## config.mk

```make
export PLATFORM = sky130hd
export DESIGN_NAME = hs_wire_encoder
export DESIGN_NICKNAME = d
export VERILOG_FILES = /design/src/rtl/hs_enc_pkg.sv /design/src/rtl/hs_wire_next_state.sv /design/src/rtl/hs_wire_encoder.sv
export SDC_FILE = /design/constraint.sdc
export NUM_CORES = 1
export LEC_CHECK = 0
export ABC_CLOCK_PERIOD_IN_PS = 1900
export BUFFER_PORTS_ARGS = -buffer_cell sky130_fd_sc_hd__buf_2
export CELL_PAD_IN_SITES_DETAIL_PLACEMENT = 0
export CELL_PAD_IN_SITES_GLOBAL_PLACEMENT = 1
export CORE_ASPECT_RATIO = 2
export CORE_MARGIN = 4
export CORE_UTILIZATION = 36
export CTS_BUF_LIST = sky130_fd_sc_hd__clkbuf_4 sky130_fd_sc_hd__clkbuf_8 sky130_fd_sc_hd__clkbuf_16
export DETAILED_ROUTE_END_ITERATION = 8
export GPL_ROUTABILITY_DRIVEN = 0
export PLACE_DENSITY = 0.77
export SKIP_LAST_GASP = 1
export SLEW_MARGIN = 40
export SYNTH_ARGS = -nofsm -noshare
export SYNTH_HDL_FRONTEND = slang
export SYNTH_SLANG_ARGS = --single-unit
```

## constraint.sdc

```tcl
create_clock -name TxSymbolClkHS -period 1.9 [get_ports TxSymbolClkHS]
set_clock_uncertainty 0.2 [all_clocks]
set_input_delay 0.095 -clock TxSymbolClkHS [delete_from_list [all_inputs] [get_ports TxSymbolClkHS]]
set_output_delay 0.095 -clock TxSymbolClkHS [all_outputs]
set_load 0.05 [all_outputs]
```

## src/rtl/hs_enc_pkg.sv

```systemverilog
// Shared definitions for the C-PHY HS wire encoder: wire-state codes, symbol
// field positions, FSM state encoding and the wire drive table.
// Optional feature macro used by the encoder: HS_ENC_ERR_CNT_EN.
package hs_enc_pkg;

  // Wire-state codes: sign in the low bit of (code-1), phase in the upper bits.
  localparam logic [2:0] WS_NONE  = 3'b000;
  localparam logic [2:0] WS_POS_X = 3'b001;
  localparam logic [2:0] WS_NEG_X = 3'b010;
  localparam logic [2:0] WS_POS_Y = 3'b011;
  localparam logic [2:0] WS_NEG_Y = 3'b100;
  localparam logic [2:0] WS_POS_Z = 3'b101;
  localparam logic [2:0] WS_NEG_Z = 3'b110;

  // Phase indices, clockwise order x -> y -> z -> x.
  localparam logic [1:0] PH_X = 2'd0;
  localparam logic [1:0] PH_Y = 2'd1;
  localparam logic [1:0] PH_Z = 2'd2;

  // Symbol field positions within {Flip, Rotation, Polarity}.
  localparam int SYM_FLIP = 2;
  localparam int SYM_ROT  = 1;
  localparam int SYM_POL  = 0;

  // Symbol applied every post-amble cycle, and the remap target for illegal codes.
  localparam logic [2:0] SYM_POST = 3'b100;

  typedef enum logic [1:0] {
    ST_IDLE   = 2'd0,
    ST_ACTIVE = 2'd1,
    ST_POST   = 2'd2
  } enc_state_t;

  typedef struct packed {
    logic [2:0] hi;
    logic [2:0] lo;
  } wire_drive_t;

  // Pull-high / pull-low enables for wires {A,B,C}; the third wire floats mid.
  function automatic wire_drive_t drive_for(input logic [2:0] code);
    wire_drive_t d;
    d.hi = 3'b000;
    d.lo = 3'b000;
    case (code)
      WS_POS_X: begin d.hi = 3'b100; d.lo = 3'b010; end
      WS_NEG_X: begin d.hi = 3'b010; d.lo = 3'b100; end
      WS_POS_Y: begin d.hi = 3'b010; d.lo = 3'b001; end
      WS_NEG_Y: begin d.hi = 3'b001; d.lo = 3'b010; end
      WS_POS_Z: begin d.hi = 3'b001; d.lo = 3'b100; end
      WS_NEG_Z: begin d.hi = 3'b100; d.lo = 3'b001; end
      default:  begin d.hi = 3'b000; d.lo = 3'b000; end
    endcase
    return d;
  endfunction

endpackage

```

## src/rtl/hs_wire_next_state.sv

```systemverilog
// Combinational C-PHY symbol-to-wire-state step. Illegal symbols (Flip=1 with
// Rotation or Polarity set) are remapped to a plain flip and flagged.
module hs_wire_next_state
  import hs_enc_pkg::*;
(
  input  logic [2:0] state,
  input  logic [2:0] sym,
  output logic [2:0] next_state,
  output logic       illegal
);

  logic [2:0] eff_sym;
  logic [1:0] cur_phase;
  logic       cur_neg;
  logic       cur_valid;
  logic [1:0] nxt_phase;
  logic       nxt_neg;

  assign illegal = sym[SYM_FLIP] & (sym[SYM_ROT] | sym[SYM_POL]);
  assign eff_sym = illegal ? SYM_POST : sym;

  // Split the current state code into phase and sign.
  always_comb begin
    cur_phase = PH_X;
    cur_neg   = 1'b0;
    cur_valid = 1'b1;
    case (state)
      WS_POS_X: begin cur_phase = PH_X; cur_neg = 1'b0; end
      WS_NEG_X: begin cur_phase = PH_X; cur_neg = 1'b1; end
      WS_POS_Y: begin cur_phase = PH_Y; cur_neg = 1'b0; end
      WS_NEG_Y: begin cur_phase = PH_Y; cur_neg = 1'b1; end
      WS_POS_Z: begin cur_phase = PH_Z; cur_neg = 1'b0; end
      WS_NEG_Z: begin cur_phase = PH_Z; cur_neg = 1'b1; end
      default:  cur_valid = 1'b0;
    endcase
  end

  // Apply flip, or rotate the phase and optionally invert the sign.
  always_comb begin
    nxt_phase = cur_phase;
    nxt_neg   = cur_neg;
    if (eff_sym[SYM_FLIP]) begin
      nxt_neg = ~cur_neg;
    end else begin
      if (eff_sym[SYM_ROT]) begin
        case (cur_phase)
          PH_X:    nxt_phase = PH_Y;
          PH_Y:    nxt_phase = PH_Z;
          default: nxt_phase = PH_X;
        endcase
      end else begin
        case (cur_phase)
          PH_X:    nxt_phase = PH_Z;
          PH_Y:    nxt_phase = PH_X;
          default: nxt_phase = PH_Y;
        endcase
      end
      nxt_neg = cur_neg ^ eff_sym[SYM_POL];
    end
  end

  // Re-encode phase and sign; a NONE or unused code stays NONE.
  always_comb begin
    next_state = WS_NONE;
    if (cur_valid) begin
      case (nxt_phase)
        PH_X:    next_state = nxt_neg ? WS_NEG_X : WS_POS_X;
        PH_Y:    next_state = nxt_neg ? WS_NEG_Y : WS_POS_Y;
        default: next_state = nxt_neg ? WS_NEG_Z : WS_POS_Z;
      endcase
    end
  end

endmodule

```

## src/rtl/hs_wire_encoder.sv

```systemverilog
// C-PHY HS 3-wire encoder: turns serialized symbols into wire states, drives
// the per-wire high/low enables and appends a post-amble after each burst.
// Optional feature macro: HS_ENC_ERR_CNT_EN adds a saturating ErrCnt output.
module hs_wire_encoder
  import hs_enc_pkg::*;
#(
  parameter logic [2:0] INIT_STATE = 3'b001,
  parameter int         POST_LEN   = 7
) (
  input  logic       TxSymbolClkHS,
  input  logic       rst,
  input  logic [2:0] SerSym,
  input  logic       SymValid,
  input  logic       EncoderEn,
  output logic [2:0] WireHi,
  output logic [2:0] WireLo,
  output logic [2:0] WireState,
  output logic       EncActive,
  output logic       SymErr
`ifdef HS_ENC_ERR_CNT_EN
  ,
  output logic [7:0] ErrCnt
`endif
);

  // POST_LEN must lie in 1..15 so it fits the 4-bit post counter.
  localparam logic [3:0] POST_LOAD = 4'(POST_LEN);

  enc_state_t  fsm;
  logic [2:0]  wire_state;
  logic [3:0]  post_cnt;
  logic        sym_err;
  logic [2:0]  step_sym;
  logic [2:0]  step_state;
  logic        step_illegal;
  logic        accept_sym;
  logic        accept_illegal;
  wire_drive_t drive;

  // In POST the fixed post-amble symbol replaces the serializer input.
  assign step_sym = (fsm == ST_POST) ? SYM_POST : SerSym;

  hs_wire_next_state u_next (
    .state      (wire_state),
    .sym        (step_sym),
    .next_state (step_state),
    .illegal    (step_illegal)
  );

  // A symbol is taken only in ACTIVE while the burst continues this cycle.
  assign accept_sym     = (fsm == ST_ACTIVE) && EncoderEn && SymValid;
  assign accept_illegal = accept_sym && step_illegal;

  // Burst FSM, wire-state register, post counter and sticky error flag.
  always_ff @(posedge TxSymbolClkHS) begin
    if (rst) begin
      fsm        <= ST_IDLE;
      wire_state <= WS_NONE;
      post_cnt   <= 4'd0;
      sym_err    <= 1'b0;
    end else begin
      case (fsm)
        ST_IDLE: begin
          wire_state <= WS_NONE;
          post_cnt   <= 4'd0;
          if (EncoderEn) begin
            fsm        <= ST_ACTIVE;
            wire_state <= INIT_STATE;
            sym_err    <= 1'b0;
          end
        end
        ST_ACTIVE: begin
          if (!EncoderEn) begin
            fsm      <= ST_POST;
            post_cnt <= POST_LOAD;
          end else if (SymValid) begin
            wire_state <= step_state;
            if (step_illegal) begin
              sym_err <= 1'b1;
            end
          end
        end
        ST_POST: begin
          if (post_cnt != 4'd0) begin
            wire_state <= step_state;
            post_cnt   <= post_cnt - 4'd1;
          end else begin
            fsm        <= ST_IDLE;
            wire_state <= WS_NONE;
          end
        end
        default: begin
          fsm        <= ST_IDLE;
          wire_state <= WS_NONE;
          post_cnt   <= 4'd0;
        end
      endcase
    end
  end

`ifdef HS_ENC_ERR_CNT_EN
  logic [7:0] err_cnt;

  // Saturating count of illegal symbols; survives burst re-entry, cleared by rst.
  always_ff @(posedge TxSymbolClkHS) begin
    if (rst) begin
      err_cnt <= 8'd0;
    end else if (accept_illegal && (err_cnt != 8'hFF)) begin
      err_cnt <= err_cnt + 8'd1;
    end
  end

  assign ErrCnt = err_cnt;
`else
  logic unused_accept;
  assign unused_accept = accept_illegal;
`endif

  assign drive     = drive_for(wire_state);
  assign WireHi    = drive.hi;
  assign WireLo    = drive.lo;
  assign WireState = wire_state;
  assign EncActive = (fsm != ST_IDLE);
  assign SymErr    = sym_err;

endmodule

```

**Word-level counts from Yosys, hierarchy flattened**

Index checks and enable logic that the tools add are counted.

- Add/subtract/negate cells: 1
- Eq/ne operators: 17
- Muxes and demuxes: 33
- Bitwise operators: 4
- Reductions and logical operators: 14

Operators with widths:

| cell | number |
|---|---|
| 6-bit case mux with 6 select lines | 1 |
| 3-bit two-way mux | 7 |
| 2-bit two-way mux | 7 |
| 2-bit case mux with 2 select lines | 3 |
| 2-bit != test, second input constant | 5 |
| 3-bit == test, second input constant | 3 |
| 3-bit case mux with 3 select lines | 1 |
| 1-bit two-way mux | 8 |
| 4-bit two-way mux | 2 |
| 4-bit case mux with 2 select lines | 1 |
| 2-bit by 1-bit == test with 1-bit output, second input constant | 3 |
| 3-bit by 2-bit == test with 1-bit output, second input constant | 2 |
| 2-bit logical NOT | 3 |
| 2-bit case mux with 3 select lines | 1 |
| 3-bit case mux with 2 select lines | 1 |
| 6-bit OR reduction | 1 |
| 5-bit AND reduction | 1 |
| 2-bit by 1-bit != test with 1-bit output, second input constant | 2 |
| 2-bit AND reduction | 2 |
| 2-bit nonzero test | 2 |
| 4-bit nonzero test | 1 |
| 2-bit OR reduction | 2 |
| 4-bit by 1-bit subtractor with 4-bit output, second input constant | 1 |
| 3-bit by 1-bit == test with 1-bit output, second input constant | 1 |
| 8 further kinds | 8 |

- Bits in registers: 10
- Input port bits: 7
- Output and inout port bits: 11
- Logic and storage cells: 73

**Longest topological paths before layout**

Gate-level depths: netlist of the first run.

- Word-level depth: 13
- Depth in mapped cells: 8
- Gate-level depth less buffers: 6

**Modules after synthesis**

A second synthesis of the first run with hierarchy kept.

- Cells, all modules: 125
- Area, all modules: 975.9 um^2

By module, submodules not included:

| module | times used | cells an instance | area an instance (um^2) | seq. area each (um^2) |
|---|---|---|---|---|
| hs_wire_encoder | 1 | 88 | 745.7 | 200.2 |
| hs_wire_next_state | 1 | 37 | 230.2 | 0.0 |

**Worst setup path before layout of the first run**

Ideal clock, no wire load.

- Kind: register to output
- From: register wire_state[0], in the netlist WireState[0]
- To: output port WireHi[2]
- Arrival: 2,214 ps
- Required time: 1,605 ps
- Setup slack: -609 ps
- Stages on the path, launching flop included: 5
- Buffers on the path: 2
- Cells stage by stage: dfxtp_1 > buf_2 > buf_2 > nand2b_1 > o21ai_0

- Cells in the longest elaborated chain, start to end: 2
- Elaborated cells between the ends (all ways): 7
- Those cells by class: eq/ne (6); mux (1)

Ends and longest elaborated chain:

| element | RTL line | RTL |
|---|---|---|
| start: declaration | hs_wire_encoder.sv:30 | `logic [2:0] wire_state;` |
| start signal: assignment | hs_wire_encoder.sv:77 | `wire_state <= step_state;` |
| start signal: assignment | hs_wire_encoder.sv:85 | `wire_state <= step_state;` |
| 3-bit == test (tied with other cells) | hs_enc_pkg.sv:44 | `case (code)` |
| 6-bit case mux with 6 select lines * | hs_enc_pkg.sv:44 |  |
| end: declaration | hs_wire_encoder.sv:15 | `output logic [2:0] WireHi,` |

Mark *: on every way between the ends. The rest lies on a longest branch, timed or not.

**Final worst setup path of the first run**

- From: register fsm[0]
- To: register wire_state[2], in the netlist WireState[2]

- Cells in the longest elaborated chain, start to end: 13
- Elaborated cells between the ends (all ways): 23
- Those cells by class: eq/ne (5); mux (12); bitwise (3); reduce/logical (3)

Ends and longest elaborated chain:

| element | RTL line | RTL |
|---|---|---|
| start: declaration | hs_wire_encoder.sv:29 | `enc_state_t fsm;` |
| start signal: assignment | hs_wire_encoder.sv:57 | `fsm <= ST_IDLE;` |
| start signal: assignment | hs_wire_encoder.sv:67 | `fsm <= ST_ACTIVE;` |
| start signal: assignment | hs_wire_encoder.sv:74 | `fsm <= ST_POST;` |
| 2-bit == test | hs_wire_encoder.sv:41, hs_wire_encoder.sv:62 |  |
| 3-bit two-way mux | hs_wire_encoder.sv:41 | `assign step_sym = (fsm == ST_POST) ? SYM_POST : SerSym;` |
| 1-bit OR | hs_wire_next_state.sv:19 | `assign illegal = sym[SYM_FLIP] & (sym[SYM_ROT] \| sym[SYM_POL]);` |
| 1-bit AND | hs_wire_next_state.sv:19 |  |
| 3-bit two-way mux | hs_wire_next_state.sv:20 | `assign eff_sym = illegal ? SYM_POST : sym;` |
| 2-bit two-way mux / 1-bit bitwise XOR (equally long branches) | hs_wire_next_state.sv:45, hs_wire_next_state.sv:58 |  |
| 2-bit two-way mux / 1-bit two-way mux (equally long branches) | hs_wire_next_state.sv:42 | `if (eff_sym[SYM_FLIP]) begin` |
| 2-bit by 1-bit == test with 1-bit output (tied with other cells) | hs_wire_next_state.sv:66 | `case (nxt_phase)` |
| 3-bit case mux with 2 select lines | hs_wire_next_state.sv:66 |  |
| 3-bit two-way mux | hs_wire_next_state.sv:65 | `if (cur_valid) begin` |
| 3-bit two-way mux | hs_wire_encoder.sv:76 | `end else if (SymValid) begin` |
| 3-bit two-way mux | hs_wire_encoder.sv:73 | `if (!EncoderEn) begin` |
| 3-bit case mux with 3 select lines | hs_wire_encoder.sv:62 | `case (fsm)` |

Several ways; a longest one is shown, not always the timed one. The select of a mux whose other input is x is not followed.
A chain may end at the register's enable or synchronous reset.

==> results of run 1 <==
[timing repair]
item                                    CTS  global route
endpoints found under the setup margin    6             9
resized for setup                         5            14
pin swaps                                 0             4
buffers inserted                          0             0
endpoints found under the hold margin    10             3
[layer usage]
metal | vias up | wire length, um | share of wire [%] | track usage [%]
met4 | 0 | 93 | 3.3 | 8.55
met3 | 7 | 104 | 3.6 | 1.50
met2 | 26 | 1590 | 56 | 29.3
met5 | - | 0 | 0 | 0
met1 | 519 | 1070 | 37 | 17.9
li1 | 544 | - | - | -
[cell families after synthesis]
kind of cell / Yosys count / synth area share (%)
adders and majority gates: 7 / 8.39
xor gates and xnor gates: 3 / 2.52
AOI/OAI and AO/OA: 41 / 27.3
buffers and inverters: 21 / 10.6
and+or+nand+nor: 53 / 30.1
muxes: 2 / 1.92
DFF: 10 / 19.2
[synthesized netlist by cell type, drive strengths merged (2+ instances only)]
| cell | instances |
|---|---|
| a221oi | 2 |
| nor4 | 2 |
| inv | 8 |
| mux2i | 2 |
| xnor2 | 2 |
| nor2b | 6 |
| nand2 | 8 |
| o21bai | 2 |
| nor4b | 2 |
| ha | 7 |
| nor2 | 7 |
| a21o | 2 |
| o21ai | 9 |
| a211oi | 5 |
| nand2b | 3 |
| or2 | 2 |
| or3b | 2 |
| a21oi | 10 |
| dfxtp | 10 |
| clkbuf | 2 |
| nor3 | 8 |
| nor4bb | 2 |
| buf | 11 |
| o31ai | 2 |
| and2 | 2 |
| and3 | 2 |
[power groups by stage]
stage	combinational, mW	clock, mW	sequential, mW
final	0.404	0.278	0.259
after global placement	0.369	0	0.257
after detailed placement	0.375	0	0.258
after CTS	0.383	0.283	0.255
after global routing	0.446	0.298	0.262
after floorplan	0.256	0	0.262
[state kept, by name, summed over array words and instances (netlist names)]
signal / count
SymErr: 1
WireState: 3
fsm: 2
post_cnt: 4
[worst reg2reg max path: stages (launching register included)]
cell and delay (ns):
dfxtp_4 0.36, inv_2 0.06, ha_4 0.20, or4b_4 0.52
a21oi_2 0.16, a211oi_1 0.06, a221oi_1 0.24
[cell type report]
type / instances / area share, %
Multi-Input combinational cell: 106 / 60.5
Timing Repair Buffer: 35 / 15.9
Sequential cell: 10 / 14.9
Clock buffer: 4 / 3.94
Tap cell: 29 / 2.59
Inverter: 8 / 2.15
[per-stage QoR]
stage          hold slack, ns  setup WS [ns]  util (%)
6_report               0.0480         0.0148      50.5
5_1_grt                0.0623        -0.0728      50.5
4_1_cts               -0.0415      -0.000750      48.1
3_5_place_dp            0.219        -0.0558      45.1
3_3_place_gp            0.219        -0.0422      45.1
2_1_floorplan           0.154        0.00588         -
[path summary, 6_finish.rpt]
| check | startpoint | end | slack [ns] | cells past startpoint |
|---|---|---|---|---|
| worst max-delay path | fsm[0] | WireState[2] | 0.01 | 6 |
| worst min-delay path | SerSym[2] | SymErr | 0.05 | 3 |
| worst max register to register | fsm[0] | WireState[2] | 0.01 | 6 |
| worst min register to register | SymErr | SymErr | 0.28 | 2 |
[layout by cell type (no fill, tap or decap), types with 2 or more instances in the layout]
cell type	Yosys	routed
o21bai_1	2	2
ha_1	7	5
buf_4	0	17
nor3_1	8	6
o31ai_1	2	2
a211oi_1	5	4
inv_2	0	2
nor2_1	7	6
xnor2_1	2	2
nor2b_1	6	2
nor3_2	0	2
clkbuf_8	0	4
a21o_1	2	2
dfxtp_2	0	4
a21oi_1	9	8
o21ai_0	7	5
inv_1	8	6
nand2_1	8	8
nand2b_1	3	3
and3_1	2	2
buf_2	7	17
dfxtp_1	10	5
nor2b_2	0	3
o21ai_1	2	3
==> results.yml, run 1 <==
route:
  vias: 1096
  ant_nets: 0
  routedWlPerCell_um: 14.9
  drt_wl_total_um: 2850
  dr.pass1.iters: 4
  drt_iter0_drc: 17
  drcViolationCount: 0
  via_per_inst: 5.71
power:
  p_leak_nw: 0.577
  power.density_mw_per_mm2: 672
  clockPowerShare_pct: 29.6
  power_frac_seq_pct: 27.5
  swShare_pct: 38.0
  pwr-share-comb_pct: 42.9
  intPower_mw: 0.583
  p_switching_mw: 0.358
  irDropWorstVdd_mv: 0.508
  total_power_mw: 0.941
clocking:
  ctsHtreeMaxLevel: 1
  insertion_delay_ns: 0.25
  cts_tree: "built"
  cts_buffer_depth: 2
  cts_sinks: 10
  path_clk_slew_ns: 0.05
  cts_root_buf: "clkbuf_8"
  cts_buffers: 3
grt:
  antenna_found_initial: 0
  grt_usage_pct: 16.5
  grt_pass1_vias: 1115
  grt_pass1_wl_um: 4920
  grt_start_max_net_pins: 22
  grt-ovfl-total: 0
finish:
  area_growth_pct: 34.1
  multi_input_area_sq_um: 846
  antenna_cells: 0
  n_fill_cell: 295
  fin_nets: 178
  final_area_sq_mm: 0.00140
  stdcell_count: 192
  regArea_sq_um: 209
  drive_gt1_share_pct: 41.7
place:
  dp_hpwl_um: 2190
  postPlaceCellArea_sq_mm: 0.00125
  placed_cells: 187
  port_buffers: 17
sta:
  rsz0062_at_grt: "true"
  fmax_ghz: 0.530
  setup_viol: 0
  setup_tns_ns: 0
  slew_viol_final: 0
  min_period_ns: 1.89
  max_slew.worst_pin.slew_ns: 0.423
  period_share_pct: 99.2
  final-hold-violation-count: 0
  slew_headroom_pct: 71.8
setup_path:
  critical_path_class: "reg -> reg"
  cp_max_fo: 9
  crit_family: "simple AND/OR/NAND/NOR gates"
  arrival_ns: 1.84
  critPathRequiredTime_ns: 1.85
  crit_buf_inv: 1
  worstSetupEndpointType: "flip-flop"
  slowest_delay_ns: 0.52
  crit_path_top_delay_cell: "or4b_4"
  start_kind: "flip-flop"
  crit_path_cell_trace: "inv_2 -> ha_4 -> or4b_4 -> a21oi_2 -> a211oi_1 -> a221oi_1"
synthesis:
  syn_area_sq_mm: 0.00104
  yosys.area.top_type: "dfxtp_1"
  yosys-top-cells-area: "dfxtp_1 (19%), ha_1 (8.4%), a21oi_1 (4.3%), nor3_1 (3.8%), a211oi_1 (3.6%)"
  synth_edf_count: 0
  async_flop_share_pct: 0
  yosysWarnings: 0
  netlist_instances: 137
  yosysTopAreaCellShare_pct: 19.2
  ys.flop_type: "dfxtp_1"
  synth_cell_type_count: 49
  synth_nets: 151
  syn_avg_cell_area_sq_um: 7.62
  yosys_register_bits: 10
  seq_area_frac_synth_pct: 19.2
die:
  die_area_sq_mm: 0.00388
  io_pins: 18
  core_region_area_sq_mm: 0.00277
  die_x_um: 46.1
  num_rows: 27
  start_util_pct: 37.7
  die_height_um: 84.1
worst_hold_path:
  hp-class: "in -> reg"
status:
  status: "complete, no violations"
job:
  max-cap-violations: 0
No activity file was read; power rests on OpenSTA's default activity.
==> run 2, diff against run 1 <==
Settings changed: ABC_AREA from default to 1, CORE_UTILIZATION 36 to 33, HOLD_SLACK_MARGIN from default to 0.08, PLACE_DENSITY 0.77 to 0.76.
==> run 2 against run 1 <==
Worst hold slack improved by 0.16 ns; largest power group unchanged; sequential share of layout area rose by 3.2 points; wire length fell by 16%.
==> results.yml, run 2 <==
status:
  status: "complete, no violations"
sta:
  setup_tns_ns: 0
  fmax_ghz: 0.559
  slew_headroom_pct: 79.3
  final-hold-violation-count: 0
  setup_viol: 0
  min_period_ns: 1.79
  fin_hold_ws_ns: 0.212
  period_share_pct: 94.1
  slew_viol_final: 0
  max_slew.worst_pin.slew_ns: 0.310
synthesis:
  async_flop_share_pct: 0
  synth_edf_count: 0
  syn_area_sq_um: 858
  yosysWarnings: 0
  synth_cell_type_count: 26
  yosys_register_bits: 10
  seq_area_frac_synth_pct: 23.3
  yosysTopAreaCellShare_pct: 23.3
  yosysMostFrequentCell: "nand2_1"
  netlist_instances: 131
  ys.flop_type: "dfxtp_1"
  yosys-top-cells-count: "nand2_1 (32), inv_1 (17), nand3_1 (13)"
  yosys-top-cells-area: "dfxtp_1 (23%), nand2_1 (14%), ha_1 (10%), nand3_1 (7.6%), inv_1 (7.4%)"
  syn_avg_cell_area_sq_um: 6.55
  synth_nets: 145
  yosys.area.top_type: "dfxtp_1"
clocking:
  cts_buffer_depth: 2
  insertion_delay_ns: 0.24
  cts_tree: "built"
  cts_root_buf: "clkbuf_8"
  ctsHtreeMaxLevel: 1
  cts_buffers: 3
  cts_sinks: 10
  path_clk_slew_ns: 0.05
die:
  die_area_sq_mm: 0.00353
  io_pins: 18
  die_height_um: 80.1
  num_rows: 25
  start_util_pct: 35.2
  die_x_um: 44.1
  core_region_area_sq_mm: 0.00244
place:
  dp_hpwl_um: 1990
  postPlaceCellArea_sq_mm: 0.00100
  port_buffers: 17
  placed_cells: 178
finish:
  antenna_cells: 0
  fin_nets: 174
  drive_gt1_share_pct: 30.2
  n_fill_cell: 273
  post-route-util_pct: 45.6
  mostFrequentLayoutCell: "nand2_1"
  largest_register: "post_cnt"
  stdcell_count: 186
  largest_reg_flops: 4
  area_growth_pct: 29.7
  mostFrequentLayoutCells: "nand2_1 (32), inv_1 (17), buf_2 (17)"
  final_area_sq_mm: 0.00111
route:
  drt_wl_total_um: 2390
  drt_iter0_drc: 7
  vias: 938
  dr.pass1.iters: 4
  routedWlPerCell_um: 12.8
  ant_nets: 0
  via_per_inst: 5.04
  drcViolationCount: 0
grt:
  grt_start_max_net_pins: 9
  grt-ovfl-total: 0
  grt_pass1_vias: 1004
  grt_pass1_wl_um: 3890
  grt_usage_pct: 14.5
  antenna_found_initial: 0
setup_path:
  critPathRequiredTime_ns: 1.87
  cp_max_fo: 5
  critical_path_class: "reg -> reg"
  arrival_ns: 1.76
  worstSetupEndpointType: "flip-flop"
  start_kind: "flip-flop"
worst_hold_path:
  hp-class: "in -> reg"
power:
  irDropWorstVdd_mv: 0.843
  power.density_mw_per_mm2: 1430
  p_leak_nw: 0.574
job:
  max-cap-violations: 0
-- run 2: cell count changes in the layout (fill, tap and decap cells not counted), sizes merged, moves of 3 or more --
cell | previous run | this run
nand3 | 1 | 17
nand2 | 8 | 35
nor3 | 8 | 1
nand2b | 3 | 0
a211oi | 5 | 0
buf | 34 | 24
nor2b | 6 | 0
nor2 | 7 | 15
inv | 8 | 20
a21oi | 10 | 7
-- run 2: timing repair --
action                     4_1_cts  5_1_grt
resized for setup                0        5
setup buffers                    0        2
hold buffers                     2        0
setup endpoints to repair        0        4
hold endpoints to repair         8        0
-- run 2: report_power, final --
group / leakage, nW / total, mW / switching [mW] / internal, mW
clock: 0.0288 / 0.268 / 0.0861 / 0.182
sequential: 0.0822 / 0.337 / 0.0646 / 0.273
combinational: 0.463 / 0.992 / 0.647 / 0.345
total: 0.574 / 1.60 / 0.798 / 0.800
-- run 2: path summary, 6_finish.rpt --
path,startpoint,end,slack [ns],depth (start not counted)
max,fsm[0],WireState[2],0.11,9
min reg2reg,SymErr,SymErr,0.25,2
min,SymValid,WireState[1],0.21,7
max reg2reg,fsm[0],WireState[2],0.11,9
-- run 2: critical path, cell delays in order (launching register included) --
cell and delay [ns]:
dfxtp_1 0.36, inv_1 0.10, ha_2 0.22, nor2_4 0.13
nand2_1 0.13, xnor2_2 0.22, nand2_1 0.10, a21oi_2 0.13
nor2_1 0.06, nor2_1 0.07
-- run 2: metal layers --
layer	vias to the layer above	global-route usage, %	routed length (um)
li1	475	-	-
met4	0	7.55	53
met1	435	10.6	778
met5	-	0	0
met3	4	2.24	86
met2	24	31.1	1470
-- run 2: kinds of logic after synthesis --
kind of cell             count (synthesis)  share of synthesized area, %
AND/OR/NAND/NOR                         69                          39.4
buffers and inverters                   22                          10.4
AO/OA/AOI/OAI                           19                          12.7
flip-flops                              10                          23.3
adder cells (fa/ha/maj)                  7                          10.2
XOR/XNOR                                 4                          4.08
-- run 2: cell type report --
class / count / area, sq um / area share (%)
well taps: 27 / 33.8 / 3.03
inverters: 20 / 77.6 / 6.97
clock buffers: 4 / 55.1 / 4.94
multi-input cells: 99 / 588 / 52.8
repair buffers: 26 / 158 / 14.2
flip-flops and latches: 10 / 201 / 18.1
-- run 2: stage by stage --
| step | power [mW] | setup WS [ns] |
|---|---|---|
| 6_report | 1.60 | 0.112 |
| 3_5_place_dp | 1.30 | 0.0291 |
| 5_1_grt | 1.73 | -0.0543 |
| 3_3_place_gp | 1.29 | 0.122 |
| 4_1_cts | 1.58 | 0.0160 |
| 2_1_floorplan | 1.03 | 0.112 |
